**src/rtl/memory_island_bank_arbiter_pkg.sv**
```systemverilog
// Shared types and constants for the memory island bank arbiter.
// Holds the response-pipeline tag and the conflict counter width.
package memory_island_pkg;

  localparam int ARB_CNT_W = 16;
  // Tag index is sized for the largest supported requester count (256).
  localparam int ARB_IDX_W = 8;

  typedef struct packed {
    logic                 valid;
    logic [ARB_IDX_W-1:0] index;
  } bank_rsp_tag_t;

endpackage

```
**src/rtl/memory_island_bank_arbiter_if.sv**
```systemverilog
// Requester-side bus of the bank arbiter: per-requester request fields,
// grant, and the one-hot response strobe with shared read data.
interface memory_island_bank_arbiter_if #(
  parameter int NumReq    = 4,
  parameter int AddrWidth = 32,
  parameter int DataWidth = 64
);
  logic [NumReq-1:0]             req_valid_i;
  logic [NumReq-1:0]             req_ready_o;
  logic [NumReq*AddrWidth-1:0]   req_addr_i;
  logic [NumReq-1:0]             req_we_i;
  logic [NumReq*DataWidth/8-1:0] req_be_i;
  logic [NumReq*DataWidth-1:0]   req_wdata_i;
  logic [NumReq-1:0]             rsp_valid_o;
  logic [DataWidth-1:0]          rsp_rdata_o;

  modport master (
    output req_valid_i, req_addr_i, req_we_i, req_be_i, req_wdata_i,
    input  req_ready_o, rsp_valid_o, rsp_rdata_o
  );

  modport slave (
    input  req_valid_i, req_addr_i, req_we_i, req_be_i, req_wdata_i,
    output req_ready_o, rsp_valid_o, rsp_rdata_o
  );
endinterface

```
**src/rtl/memory_island_bank_arbiter_rr_arb_pick.sv**
```systemverilog
// Combinational round-robin pick: first valid index at or above ptr,
// wrapping to the lowest valid index when nothing at or above ptr is valid.
module rr_arb_pick #(
  parameter int NumReq = 4
) (
  input  logic [NumReq-1:0]         valid,
  input  logic [$clog2(NumReq)-1:0] ptr,
  output logic [NumReq-1:0]         onehot,
  output logic [$clog2(NumReq)-1:0] index,
  output logic                      any
);
  localparam int IdxW = $clog2(NumReq);

  logic            hi_found, lo_found;
  logic [IdxW-1:0] hi_idx, lo_idx;

  // NOTE: every variable written here gets a default first, so no path
  // leaves a value held over and no latch is inferred.
  always_comb begin
    hi_found = 1'b0;
    lo_found = 1'b0;
    hi_idx   = '0;
    lo_idx   = '0;
    for (int j = 0; j < NumReq; j++) begin
      if (valid[j] && !lo_found) begin
        lo_found = 1'b1;
        lo_idx   = IdxW'(j);
      end
      if (valid[j] && !hi_found && (IdxW'(j) >= ptr)) begin
        hi_found = 1'b1;
        hi_idx   = IdxW'(j);
      end
    end
  end

  assign any   = |valid;
  assign index = hi_found ? hi_idx : lo_idx;

  always_comb begin
    onehot = '0;
    for (int j = 0; j < NumReq; j++) begin
      onehot[j] = any && (index == IdxW'(j));
    end
  end
endmodule

```
**src/rtl/memory_island_bank_arbiter.sv**
```systemverilog
// Round-robin arbiter sharing one single-ported SRAM bank among NumReq requesters,
// with a fixed-latency response pipeline. Optional MEM_ISLAND_ARB_STATS_EN adds conflict counters.
module memory_island_bank_arbiter
  import memory_island_pkg::*;
#(
  parameter int NumReq      = 4,
  parameter int AddrWidth   = 32,
  parameter int DataWidth   = 64,
  parameter int BankLatency = 1
) (
  input  logic                         clk_i,
  input  logic                         rst_i,
  memory_island_bank_arbiter_if.slave  req_if,
  output logic                         bank_req_o,
  output logic                         bank_we_o,
  output logic [AddrWidth-1:0]         bank_addr_o,
  output logic [DataWidth/8-1:0]       bank_be_o,
  output logic [DataWidth-1:0]         bank_wdata_o,
  input  logic [DataWidth-1:0]         bank_rdata_i
`ifdef MEM_ISLAND_ARB_STATS_EN
  ,
  output logic [NumReq*ARB_CNT_W-1:0]  conflict_cnt_o
`endif
);
  localparam int IdxW = $clog2(NumReq);
  localparam int BeW  = DataWidth/8;

  logic [IdxW-1:0]   rr_q, rr_d;
  logic [IdxW-1:0]   win_idx;
  logic [NumReq-1:0] win_onehot;
  logic [NumReq-1:0] ready;
  logic              win_any;
  logic              grant;
  bank_rsp_tag_t     pipe_q [BankLatency];
  logic [NumReq-1:0] rsp_valid;

  rr_arb_pick #(.NumReq(NumReq)) u_pick (
    .valid  (req_if.req_valid_i),
    .ptr    (rr_q),
    .onehot (win_onehot),
    .index  (win_idx),
    .any    (win_any)
  );

  // The bank mux follows the inputs even in reset; only the grant is held off.
  assign grant              = win_any & ~rst_i;
  assign ready              = win_onehot & {NumReq{~rst_i}};
  assign req_if.req_ready_o = ready;
  assign bank_req_o         = |req_if.req_valid_i;

  always_comb begin
    bank_we_o    = 1'b0;
    bank_addr_o  = '0;
    bank_be_o    = '0;
    bank_wdata_o = '0;
    for (int i = 0; i < NumReq; i++) begin
      if (win_onehot[i]) begin
        bank_we_o    = req_if.req_we_i[i];
        bank_addr_o  = req_if.req_addr_i[i*AddrWidth +: AddrWidth];
        bank_be_o    = req_if.req_be_i[i*BeW +: BeW];
        bank_wdata_o = req_if.req_wdata_i[i*DataWidth +: DataWidth];
      end
    end
  end

  assign rr_d = (win_idx == IdxW'(NumReq-1)) ? '0 : win_idx + IdxW'(1);

  // NOTE: sequential state is updated with non-blocking assignments so every
  // register samples pre-edge values regardless of process ordering.
  always_ff @(posedge clk_i or posedge rst_i) begin
    if (rst_i) begin
      rr_q <= '0;
    end else if (grant) begin
      rr_q <= rr_d;
    end
  end

  // NOTE: the tag pipeline is control state and must be reset so in-flight
  // responses are dropped; wide data arrays elsewhere would not need this.
  always_ff @(posedge clk_i or posedge rst_i) begin
    if (rst_i) begin
      for (int i = 0; i < BankLatency; i++) pipe_q[i] <= '0;
    end else begin
      pipe_q[0] <= '{valid: grant, index: ARB_IDX_W'(win_idx)};
      for (int i = 1; i < BankLatency; i++) pipe_q[i] <= pipe_q[i-1];
    end
  end

  always_comb begin
    rsp_valid = '0;
    for (int i = 0; i < NumReq; i++) begin
      rsp_valid[i] = pipe_q[BankLatency-1].valid &&
                     (pipe_q[BankLatency-1].index == ARB_IDX_W'(i));
    end
  end

  assign req_if.rsp_valid_o = rsp_valid;
  assign req_if.rsp_rdata_o = bank_rdata_i;

`ifdef MEM_ISLAND_ARB_STATS_EN
  logic [ARB_CNT_W-1:0] cnt_q [NumReq];

  // Cycles a requester waited while another one held the bank, saturating.
  always_ff @(posedge clk_i or posedge rst_i) begin
    if (rst_i) begin
      for (int i = 0; i < NumReq; i++) cnt_q[i] <= '0;
    end else begin
      for (int i = 0; i < NumReq; i++) begin
        if (req_if.req_valid_i[i] && !ready[i] && (cnt_q[i] != '1)) begin
          cnt_q[i] <= cnt_q[i] + ARB_CNT_W'(1);
        end
      end
    end
  end

  for (genvar g = 0; g < NumReq; g++) begin : g_cnt
    assign conflict_cnt_o[g*ARB_CNT_W +: ARB_CNT_W] = cnt_q[g];
  end
`endif
endmodule

```
**src/flat_wrapper.sv**
```systemverilog
// flat-port wrapper written by rule: the top's interface ports become plain ports
module memory_island_bank_arbiter_flat import memory_island_pkg::*;
#(
  parameter int NumReq      = 4,
  parameter int AddrWidth   = 32,
  parameter int DataWidth   = 64,
  parameter int BankLatency = 1
)
  (clk_i, rst_i, bank_req_o, bank_we_o, bank_addr_o, bank_be_o, bank_wdata_o, bank_rdata_i, req_if_req_valid_i, req_if_req_addr_i, req_if_req_we_i, req_if_req_be_i, req_if_req_wdata_i, req_if_req_ready_o, req_if_rsp_valid_o, req_if_rsp_rdata_o);
  memory_island_bank_arbiter_if #(.NumReq(NumReq), .AddrWidth(AddrWidth), .DataWidth(DataWidth)) req_if_i ();
  input  logic clk_i;
  input  logic rst_i;
  output logic bank_req_o;
  output logic bank_we_o;
  output logic [AddrWidth-1:0] bank_addr_o;
  output logic [DataWidth/8-1:0] bank_be_o;
  output logic [DataWidth-1:0] bank_wdata_o;
  input  logic [DataWidth-1:0] bank_rdata_i;
  input wire logic [$bits(req_if_i.req_valid_i)-1:0] req_if_req_valid_i;
  input wire logic [$bits(req_if_i.req_addr_i)-1:0] req_if_req_addr_i;
  input wire logic [$bits(req_if_i.req_we_i)-1:0] req_if_req_we_i;
  input wire logic [$bits(req_if_i.req_be_i)-1:0] req_if_req_be_i;
  input wire logic [$bits(req_if_i.req_wdata_i)-1:0] req_if_req_wdata_i;
  output wire logic [$bits(req_if_i.req_ready_o)-1:0] req_if_req_ready_o;
  output wire logic [$bits(req_if_i.rsp_valid_o)-1:0] req_if_rsp_valid_o;
  output wire logic [$bits(req_if_i.rsp_rdata_o)-1:0] req_if_rsp_rdata_o;
  assign req_if_i.req_valid_i = req_if_req_valid_i;
  assign req_if_i.req_addr_i = req_if_req_addr_i;
  assign req_if_i.req_we_i = req_if_req_we_i;
  assign req_if_i.req_be_i = req_if_req_be_i;
  assign req_if_i.req_wdata_i = req_if_req_wdata_i;
  assign req_if_req_ready_o = req_if_i.req_ready_o;
  assign req_if_rsp_valid_o = req_if_i.rsp_valid_o;
  assign req_if_rsp_rdata_o = req_if_i.rsp_rdata_o;
  memory_island_bank_arbiter #(.NumReq(NumReq), .AddrWidth(AddrWidth), .DataWidth(DataWidth), .BankLatency(BankLatency)) u_core (.clk_i(clk_i), .rst_i(rst_i), .req_if(req_if_i), .bank_req_o(bank_req_o), .bank_we_o(bank_we_o), .bank_addr_o(bank_addr_o), .bank_be_o(bank_be_o), .bank_wdata_o(bank_wdata_o), .bank_rdata_i(bank_rdata_i));
endmodule
```
**config.mk**
```make
export PLATFORM = sky130hd
export DESIGN_NAME = memory_island_bank_arbiter_flat
export DESIGN_NICKNAME = d
export VERILOG_FILES = /design/src/rtl/memory_island_bank_arbiter_pkg.sv /design/src/rtl/memory_island_bank_arbiter_if.sv /design/src/rtl/memory_island_bank_arbiter_rr_arb_pick.sv /design/src/rtl/memory_island_bank_arbiter.sv /design/src/flat_wrapper.sv
export SDC_FILE = /design/constraint.sdc
export NUM_CORES = 1
export LEC_CHECK = 0
export ABC_AREA = 1
export CAP_MARGIN = 20
export CORE_AREA = 2 2 262 264
export DETAILED_ROUTE_END_ITERATION = 8
export DIE_AREA = 0 0 264 266
export GPL_TIMING_DRIVEN = 0
export PLACE_DENSITY = 0.41
export SYNTH_ARGS = -nofsm -noshare
export SYNTH_HDL_FRONTEND = slang
export SYNTH_SLANG_ARGS = --single-unit
```
**constraint.sdc**
```tcl
create_clock -name clk_i -period 3.6 [get_ports clk_i]
set_input_delay 0.54 -clock clk_i [delete_from_list [all_inputs] [get_ports clk_i]]
set_output_delay 0.54 -clock clk_i [all_outputs]
set_load 0.03 [all_outputs]
```
After elaboration in Yosys (flattened, before gate mapping)
Index checks and enable logic that the tools add are counted.
Storage, ports and cells
  bits in registers: 5
  bits of input ports: 490
  output and inout port bits: 178
  word-level logic and storage cells: 75
Operators by class
  $add $sub $neg: 1
  $lt $le $gt $ge: 4
  equal/unequal tests: 6
  mux-type cells: 31
  bitwise logic cells: 3
  reductions and logical operators: 27
Operators with widths (number)
  $mux 64: 4
  $mux 32: 4
  $mux 8: 4
  $logic_and 1x1->1: 18
  $mux 1: 13
  $mux 2: 6
  $eq 2x2->1 const B: 4
  $logic_not 8->1: 1
  $logic_not 1->1: 6
  $and 4x4->4: 1
  $eq 2x1->1 const B: 2
  $ge 1x2->1 const A: 2
  $ge 2x2->1 const A: 2
  $reduce_or 4->1: 1
  $add 2x1->2 const B: 1
  $logic_not 2->1: 1
  $and 1x1->1: 1
  $not 1->1: 1

Depth between registers and ports, before layout
Gate-level depths: netlist (run 1).
  depth in word-level cells: 22
  gate-level depth with buffers: 15
  gate-level depth less buffers: 12

Modules after synthesis
From an unflattened synthesis (run 1), not the netlist that was laid out.
Second synthesis, totals
  cell total of the unflattened synthesis: 1053
  area, all modules: 4828.4 um^2
By module, submodules not included
  memory_island_bank_arbiter: instances 1, cells an instance 1020, area an instance 4668.2 um^2, sequential area each 125.1 um^2
  rr_arb_pick: instances 1, cells an instance 33, area an instance 160.2 um^2, sequential area each 0.0 um^2

Worst setup path before layout (run 1)
Ideal clock, no wire load.
  path type: input-to-output
  start: input port req_if_req_valid_i[0]
  end: output port req_if_req_ready_o[0]
  arrival time: 2.206 ns
  required time: 3.060 ns
  setup slack: 0.854 ns
  stages on the path: 9
  path buffers: 3
  cells stage by stage: nor3b_1 nor2_1 o21ai_0 ha_1 buf_2 clkbuf_1 buf_2 nand2_1 nor2_1
Between the ends
  word-level cells in the longest chain between the ends: 18
  elaborated cells on any way between the ends: 34
  classes of those cells: mux: 14; bitwise: 1; reduce/logical: 19
Ends and longest elaborated chain
  start: declaration: line flat_wrapper.sv:19  | input wire logic [$bits(req_if_i.req_valid_i)-1:0] req_if_req_valid_i;
  $logic_and 1x1->1: line memory_island_bank_arbiter_rr_arb_pick.sv:29  | if (valid[j] && !hi_found && (IdxW'(j) >= ptr)) begin
  $mux 1: line memory_island_bank_arbiter_rr_arb_pick.sv:29
  $logic_not 1->1: line memory_island_bank_arbiter_rr_arb_pick.sv:29
  $logic_and 1x1->1 (2 in series): line memory_island_bank_arbiter_rr_arb_pick.sv:29
  $mux 1: line memory_island_bank_arbiter_rr_arb_pick.sv:29
  $logic_not 1->1: line memory_island_bank_arbiter_rr_arb_pick.sv:29
  $logic_and 1x1->1 (2 in series): line memory_island_bank_arbiter_rr_arb_pick.sv:29
  $mux 1: line memory_island_bank_arbiter_rr_arb_pick.sv:29
  $logic_not 1->1: line memory_island_bank_arbiter_rr_arb_pick.sv:29
  $logic_and 1x1->1 (2 in series): line memory_island_bank_arbiter_rr_arb_pick.sv:29
  $mux 2 or $mux 1 (tied branches): line memory_island_bank_arbiter_rr_arb_pick.sv:29
  $mux 2: line memory_island_bank_arbiter_rr_arb_pick.sv:37  | assign index = hi_found ? hi_idx : lo_idx;
  $logic_not 2->1: line memory_island_bank_arbiter_rr_arb_pick.sv:42  | onehot[j] = any && (index == IdxW'(j));
  $logic_and 1x1->1 (*): line memory_island_bank_arbiter_rr_arb_pick.sv:42
  $and 4x4->4 (*): line memory_island_bank_arbiter.sv:47  | assign ready = win_onehot & {NumReq{~rst_i}};
  end: declaration: line flat_wrapper.sv:24  | output wire logic [$bits(req_if_i.req_ready_o)-1:0] req_if_req_ready_o;
Mark *: on every way between the ends. The rest lies on a longest branch, timed or not.

Worst setup path in the final report (run 1)
  start: input port req_if_req_valid_i[2]
  end: output port bank_wdata_o[12]
Between the ends
  word-level cells in the longest chain between the ends: 14
  elaborated cells on any way between the ends: 29
  classes of those cells: eq/ne: 3; mux: 12; reduce/logical: 14
Ends and longest elaborated chain
  $logic_and 1x1->1 (2 in series): line memory_island_bank_arbiter_rr_arb_pick.sv:29
  $mux 1: line memory_island_bank_arbiter_rr_arb_pick.sv:29
  $logic_not 1->1: line memory_island_bank_arbiter_rr_arb_pick.sv:29
  $logic_and 1x1->1 (2 in series): line memory_island_bank_arbiter_rr_arb_pick.sv:29
  $mux 2 or $mux 1 (tied branches): line memory_island_bank_arbiter_rr_arb_pick.sv:29
  $mux 2 (*): line memory_island_bank_arbiter_rr_arb_pick.sv:37
  net u_core.u_pick.index[1]: line memory_island_bank_arbiter_rr_arb_pick.sv:9  | output logic [$clog2(NumReq)-1:0] index,
  $logic_not 2->1: line memory_island_bank_arbiter_rr_arb_pick.sv:42
  $logic_and 1x1->1: line memory_island_bank_arbiter_rr_arb_pick.sv:42
  $mux 64 (3 in series): line memory_island_bank_arbiter.sv:57  | if (win_onehot[i]) begin
  $mux 64 (*): line memory_island_bank_arbiter.sv:57
  end: declaration: line flat_wrapper.sv:17  | output logic [DataWidth-1:0] bank_wdata_o;
The timed path passes the listed nets; every way through them passes the cells marked *.

==> results.md, run 1 <==
* Die area at 70,220 um2
* Yosys top cell by area: nand3_1
* CTS tree: yes
* HPWL Detailed at 50,140 um
* Reg power frac at 1.2%
* Initial Util at 10.28%
* IO buf count at 603
* # DRC at 0
* Final Hold Vio Count at 0
* Top-area cell type share of the netlist area at 37.81%
* Int Power at 3.045 mW
* GRT Util Overall at 15.66%
* Setup crit start: req_if_req_valid_i[2]
* Slew headroom at 53.83%
* EDFF count, synth at 0
* DR WL/cell at 19.47 um
* Top-count cell post-synth: nand3_1
* Final Skew at 0.002161 ns
* Period utilization at 96.55%
* Mapped Nets at 2,000
* Leakage at 7.614 nW
* Status: complete, no violations
* Avg Cell Area, Syn at 4.623 um2
* Synth-to-layout area growth at 106.4%
* Worst setup path endpoint: bank_wdata_o[12]
* Antenna violations before repair at 6
* Vias in the first global route at 12,150
* Max-cap violation count at 0
* Worst Path Required at 3.06 ns
* Mapped cell area at 6963 um2
* Final setup viols at 0
* Sink Count at 5
* Tmin final at 3.476 ns
* Max IR drop VDD at 248.8 uV
* Min-Delay Path Class: register to register
* Root Buffer: clkbuf_16
* Final antenna-violating net count at 0
* Fraction of registers with async set/reset at 100.0%
* Unrepaired setup endpoints after global routing: true
* Final GP Congestion at 0.8854
* Worst-path clk slew at 0.03 ns
* H-tree levels at 1
* CTS buffer count at 3
* Least-Margin Pin Slew at 0.6904 ns
* Switching power at 5.278 mW
* Top FF cell, synth: dfrtp_1
* R2r setup slk at 2.06 ns
* GRT overflow at 0
* Setup TNS at 0 ns
* Die height at 266 um
* # rows at 96
* Critical path launch point type: primary input
* Placed insts at 2,992
* Global-route wire length before repair at 81,680 um
* Synth Instances at 1,506
* Kind of critical path: primary input to output port
* Largest net degree at the start of global routing at 11
* Post-Route WL at 58,520 um
* Cell Pwr Density at 579.2 nW/um2
* CP endpoint kind: output port
* Die X at 264 um
* Drt pass-1 iters at 6
* Core Area at 67,750 um2
* #FFs+latches synth at 5
* Final Max Slew Viols at 0
* Fmax at 287.7 MHz
* Synth unique cells at 17
* Clock power frac at 2.2%
* Worst skew pair latency at 0.22 ns
* Via density at 3.894
* Vias at 11,700
* Max Fanout on Critical Path at 10
* Reg2reg end: u_core.rr_q[1]$_DFFE_PP0P_
* WP data arrival at 2.94 ns
* Synth cell count leaders: nand3_1, nand2_1, inv_1
* Max clock buf depth at 2
* Post-route insts no fill at 3,006
* Nets at 2,613
* Layout cells sized above 1 at 14.35%
* Register area share after synthesis at 1.797%
* Num ports at 668
* Reg2Reg Launch Point: u_core.rr_q[1]$_DFFE_PP0P_
* Comb pwr share at 96.7%
* R2R depth at 8
* Synth Warn # at 0
* Sw Share at 63.41%
* Iter 0 DRT Violations at 594
* Synth area leaders: nand3_1, nand2_1, inv_1
==> power by group through the flow <==
stage                     clock network (mW)  logic [mW]  registers (mW)
after global routing                   0.189        8.72           0.102
final                                  0.180        8.05          0.0984
after floorplan                            0        4.66          0.0883
after global placement                     0        8.33          0.0923
after detailed placement                   0        8.32          0.0940
after CTS                              0.182        8.28          0.0954
==> area by class of cell <==
class	instances	area, um2
timing repair buffer	608	5829
multi-input combinational	985	4492
fill	7922	53370
sequential	5	125.1
buffer	192	1510
clock buffer	4	78.83
inverter	324	1216
antenna	6	15.01
tap	882	1104
==> through the flow <==
step	hold slack (ns)	utilization, %	setup WS, ns	instance area [um2]	power (mW)
floorplan	0.3268	-	0.8540	6963	4.751
global placement	0.5005	20.82	-1.524	14100	8.426
detailed placement	0.5192	20.84	-1.526	14120	8.410
CTS	0.5567	21.37	-0.02532	14480	8.554
global route	0.6318	21.20	-0.04876	14360	9.011
finish	0.5844	21.21	0.1242	14370	8.324
==> metal layers <==
layer | vias up | track usage (%) | part of all wire [%]
li1 | 5781 | - | -
met1 | 5316 | 18.37 | 41
met2 | 554 | 28.23 | 49
met3 | 51 | 3.725 | 7.6
met4 | 2 | 4.423 | 3.1
met5 | - | 0 | 0.021
==> state kept, by name, indices dropped and copies added, names as in the netlist <==
name           flops
u_core.pipe_q      3
u_core.rr_q        2
==> how the worst min path moves through the flow <==
stage                               start                         end  slack [ns]  cells past startpoint
6_report       u_core.rr_q[0]$_DFFE_PP0P_  u_core.rr_q[0]$_DFFE_PP0P_        0.58                      2
5_1_grt        u_core.rr_q[0]$_DFFE_PP0P_  u_core.rr_q[0]$_DFFE_PP0P_        0.63                      2
4_1_cts        u_core.rr_q[0]$_DFFE_PP0P_  u_core.rr_q[0]$_DFFE_PP0P_        0.56                      2
3_5_place_dp   u_core.rr_q[0]$_DFFE_PP0P_  u_core.rr_q[0]$_DFFE_PP0P_        0.52                      2
3_3_place_gp   u_core.rr_q[0]$_DFFE_PP0P_  u_core.rr_q[0]$_DFFE_PP0P_        0.50                      2
2_1_floorplan                       rst_i  u_core.pipe_q[0]$_DFF_PP0_        0.33                      1
==> timing repair <==
item / 4_1_cts / 5_1_grt
gates cloned: 0 / 0
pin swaps: 2 / 0
hold buffers: 0 / 0
buffers inserted: 4 / 0
endpoints found under the setup margin: 109 / 105
resized for setup: 477 / 67
==> kinds of logic (layout without fill, tap and decap cells) <==
group                      count (synthesis)  count (layout)  synth area share [%]
DFF                                        5               5                 1.797
AOI/OAI and AO/OA                          1               1               0.07181
other                                      0               6                     0
adders and majority gates                  4               4                0.7188
buffers and inverters                    516            1128                 34.81
and+or+nand+nor                          980             980                 62.61
==> critical path, stage by stage <==
cell and delay [ns]:
clkdlybuf4s50_1 0.44, nand2_1 0.12, nand2_1 0.10, o21ai_4 0.20, inv_1 0.10, ha_1 0.22, buf_12 0.16, nand2_8 0.15
clkbuf_4 0.24, nand2_1 0.08, inv_1 0.07, nand2_1 0.09, nand2_1 0.09, clkdlybuf4s15_2 0.30
==> cell usage in the layout, fill, tap and decap left out, types with 6 or more instances in the layout <==
cell type,instances
buf_12,6
buf_2,72
buf_4,97
buf_6,20
clkbuf_2,37
clkbuf_4,11
clkbuf_8,7
clkdlybuf4s15_1,6
clkdlybuf4s15_2,28
clkdlybuf4s50_1,492
diode_2,6
dlygate4sd2_1,11
inv_1,323
nand2_1,327
nand3_1,526
nor2_1,113
Note: power is estimated with default switching activity, not from simulation.
==> inputs of run 2 (changes only) <==
--- a/config.mk
+++ b/config.mk
@@ -11,6 +11,7 @@
 export DETAILED_ROUTE_END_ITERATION = 8
 export DIE_AREA = 0 0 264 266
 export GPL_TIMING_DRIVEN = 0
+export MAX_ROUTING_LAYER = met4
 export PLACE_DENSITY = 0.41
 export SYNTH_ARGS = -nofsm -noshare
 export SYNTH_HDL_FRONTEND = slang
==> run 2 against run 1 <==
Clock skew decreased by 0.00067 ns. Final cell count about the same. Fmax decreased by 0.63%. Count of clock-buffer cells in the layout unchanged. Combinational power increased by 0.7%. Hold slack improved by 0.0057 ns. Sequential share of layout area about the same. Core utilization increased by 0.081 points. Via count increased by 0.28%. Critical endpoint is now bank_addr_o[9].
==> results.md, run 2 (synthesis gave the netlist of run 1 again) <==
* Status: complete, no violations
* Largest register FFs at 3 (unchanged)
* Max Fanout on Critical Path at 10 (unchanged)
* Largest net degree at the start of global routing at 11 (unchanged)
* Die area at 70,220 um2 (unchanged)
* Die X at 264 um (unchanged)
* H-tree levels at 1 (unchanged)
* Max clock buf depth at 2 (unchanged)
* Final Max Slew Viols at 0 (unchanged)
* Switching power at 5.293 mW (+0.28%)
* Drt pass-1 iters at 5 (-1)
* CP endpoint kind: output port
* Comb pwr share at 96.7% (about the same)
* Least-Margin Pin Slew at 0.7089 ns (+0.01847 ns)
* Max-cap violation count at 0 (unchanged)
* HPWL Detailed at 50,030 um (-0.22%)
* Reg power frac at 1.2% (about the same)
* Worst skew pair latency at 0.23 ns (about the same)
* Antenna violations before repair at 4 (-2)
* Critical path launch point type: primary input
* Root Buffer: clkbuf_16
* Final setup viols at 0 (unchanged)
* WL met1 at 23,830 um (+0.36%)
* Final GP Congestion at 0.9095 (+2.7%)
* Worst-path clk slew at 0.03 ns (about the same)
* Int Power at 3.100 mW (+1.8%)
* Synth-to-layout area growth at 107.2%
* Core Area at 67,750 um2 (unchanged)
* Final Hold Vio Count at 0 (unchanged)
* Post-layout util at 21.29% (+0.081 points)
* GRT Util Overall at 16.31% (+0.64 points)
* Largest regs: u_core.pipe_q x3, u_core.rr_q x2
* Most common cell after layout, fill and taps aside: nand3_1
* # DRC at 0 (unchanged)
* Num ports at 668 (unchanged)
* Leakage at 7.644 nW (+0.39%)
* Tmin final at 3.498 ns (+0.02219 ns)
* Iter 0 DRT Violations at 675 (+14%)
* WP data arrival at 2.96 ns (+0.02 ns)
* Period utilization at 97.17% (+0.62 points)
* Die height at 266 um (unchanged)
* Via density at 3.901 (+0.18%)
* Global-route wire length before repair at 82,230 um (+0.67%)
* Worst Path Required at 3.06 ns (about the same)
* Fillers at 7,979 (+0.72%)
* DR WL/cell at 19.49 um (+0.14%)
* Vias at 11,740 (+0.28%)
* Post-Route WL at 58,660 um (+0.24%)
* Max IR drop VDD at 306.1 uV (+23%)
* Min-Delay Path Class: register to register
* GRT overflow at 0 (unchanged)
* Uppermost layer routed: met4
* Initial Util at 10.28% (unchanged)
* Placed instance area at 14,120 um2 (unchanged)
* Fin area at 14,430 um2 (+0.38%)
* Sink Count at 5 (unchanged)
* Commonest cells after routing, fill and taps aside: nand3_1, clkdlybuf4s50_1, nand2_1
* Final Skew at 0.001493 ns (-0.0006684 ns)
* Crit path top cell by count: nand2_1
* Cell Pwr Density at 581.8 nW/um2 (+0.45%)
* Kind of critical path: primary input to output port
* Nets at 2,617 (+0.15%)
* Worst path cell trace: clkdlybuf4s50_1 > nand2_1 > nand2_1 > o21ai_4 > inv_1 > ha_1 > buf_6 > nand2_8 > buf_4 > buf_6 > nand3_1 > nand2_1 > nand2_1 > clkdlybuf4s15_2
* Crit path largest cell delay at 0.45 ns (about the same)
* Fmax at 285.9 MHz (-0.63%)
* CTS buffer count at 3 (unchanged)
* Setup TNS at 0 ns (unchanged)
* CTS tree: yes
* # rows at 96 (unchanged)
* Met3 WL post-DR at 4487 um (+1.4%)
* Layout cells sized above 1 at 14.70% (+0.35 points)
* DR WL met2 at 28,360 um (-0.49%)
* Slew headroom at 52.59% (-1.2 points)
* Final antenna-violating net count at 0 (unchanged)
* Vias in the first global route at 12,150 (-0.025%)
* IO buf count at 603 (unchanged)
* Top reg by flops: u_core.pipe_q
* Sw Share at 63.06% (-0.35 points)
* Unrepaired setup endpoints after global routing: true
* Clock power frac at 2.2% (about the same)
* Overall Power at 8.393 mW (+0.84%)
* Critical-path top delay cell: clkdlybuf4s50_1
==> run 2: cell count changes in the layout (fill, tap and decap cells not counted), moves of 2 or more <==
cell	before	now
dlygate4sd2_1	11	6
clkbuf_8	7	4
clkdlybuf4s18_2	5	2
clkbuf_4	11	22
buf_2	72	69
buf_12	6	8
buf_4	97	99
==> run 2: area by class of cell <==
type / count / area [um2] / area share (%)
flip-flops and latches: 5 / 125.1 / 0.8674
repair buffers: 612 / 5891 / 40.84
well taps: 882 / 1104 / 7.650
plain buffers: 192 / 1501 / 10.41
multi-input cells: 985 / 4497 / 31.17
diodes: 5 / 12.51 / 0.08674
inverters: 324 / 1216 / 8.431
clock buffers: 4 / 78.83 / 0.5464
==> run 2: critical path, delay by kind of cell <==
| kind | cells | cell delay [ns] |
|---|---|---|
| AOI/OAI and AO/OA | 1 | 0.20 |
| adders and majority gates | 1 | 0.20 |
| buffers and inverters | 6 | 1.34 |
| and+or+nand+nor | 6 | 0.64 |
==> run 2: routing by layer <==
metal / GRT usage (%) / vias up
met3: 3.318 / 56
met4: 4.853 / 0
met1: 19.07 / 5327
li1: - / 5793
met2: 28.09 / 561
met5: - / -
==> run 2: power by group through the flow <==
stage                     Sequential (mW)  Combinational [mW]  Clock (mW)
after detailed placement           0.0937                8.31           0
final                              0.0991                8.11       0.182
after CTS                          0.0951                8.26       0.184
after global routing                0.102                8.81       0.191
after floorplan                    0.0883                4.66           0
after global placement             0.0923                8.33           0
==> run 2: path summary, 6_finish.rpt <==
path                       depth (start not counted)                    endpoint  slack [ns]                        from
max reg2reg                                        8  u_core.rr_q[1]$_DFFE_PP0P_        2.01  u_core.rr_q[1]$_DFFE_PP0P_
min                                                2  u_core.rr_q[0]$_DFFE_PP0P_        0.59  u_core.rr_q[0]$_DFFE_PP0P_
min in group asynchronous                          2  u_core.rr_q[1]$_DFFE_PP0P_        0.74                       rst_i
min reg2reg                                        2  u_core.rr_q[0]$_DFFE_PP0P_        0.59  u_core.rr_q[0]$_DFFE_PP0P_
max                                               14              bank_addr_o[9]        0.10       req_if_req_valid_i[2]
max in group asynchronous                          2  u_core.pipe_q[0]$_DFF_PP0_        2.67                       rst_i
==> run 2: stage by stage <==
step	hold WS, ns	setup slack [ns]	cells
3_3_place_gp	0.5004	-1.511	2991
3_5_place_dp	0.5150	-1.491	2992
4_1_cts	0.5395	0.0006199	3004
5_1_grt	0.6351	-0.07969	3007
6_report	0.5900	0.1020	3009
2_1_floorplan	0.3268	0.8540	1506
==> run 2: repair_timing <==
action / 4_1_cts / 5_1_grt
gates cloned: 0 / 0
setup endpoints to repair: 109 / 107
hold buffers: 0 / 0
buffers inserted: 8 / 0
gates resized for setup: 491 / 91
pin swaps: 2 / 0
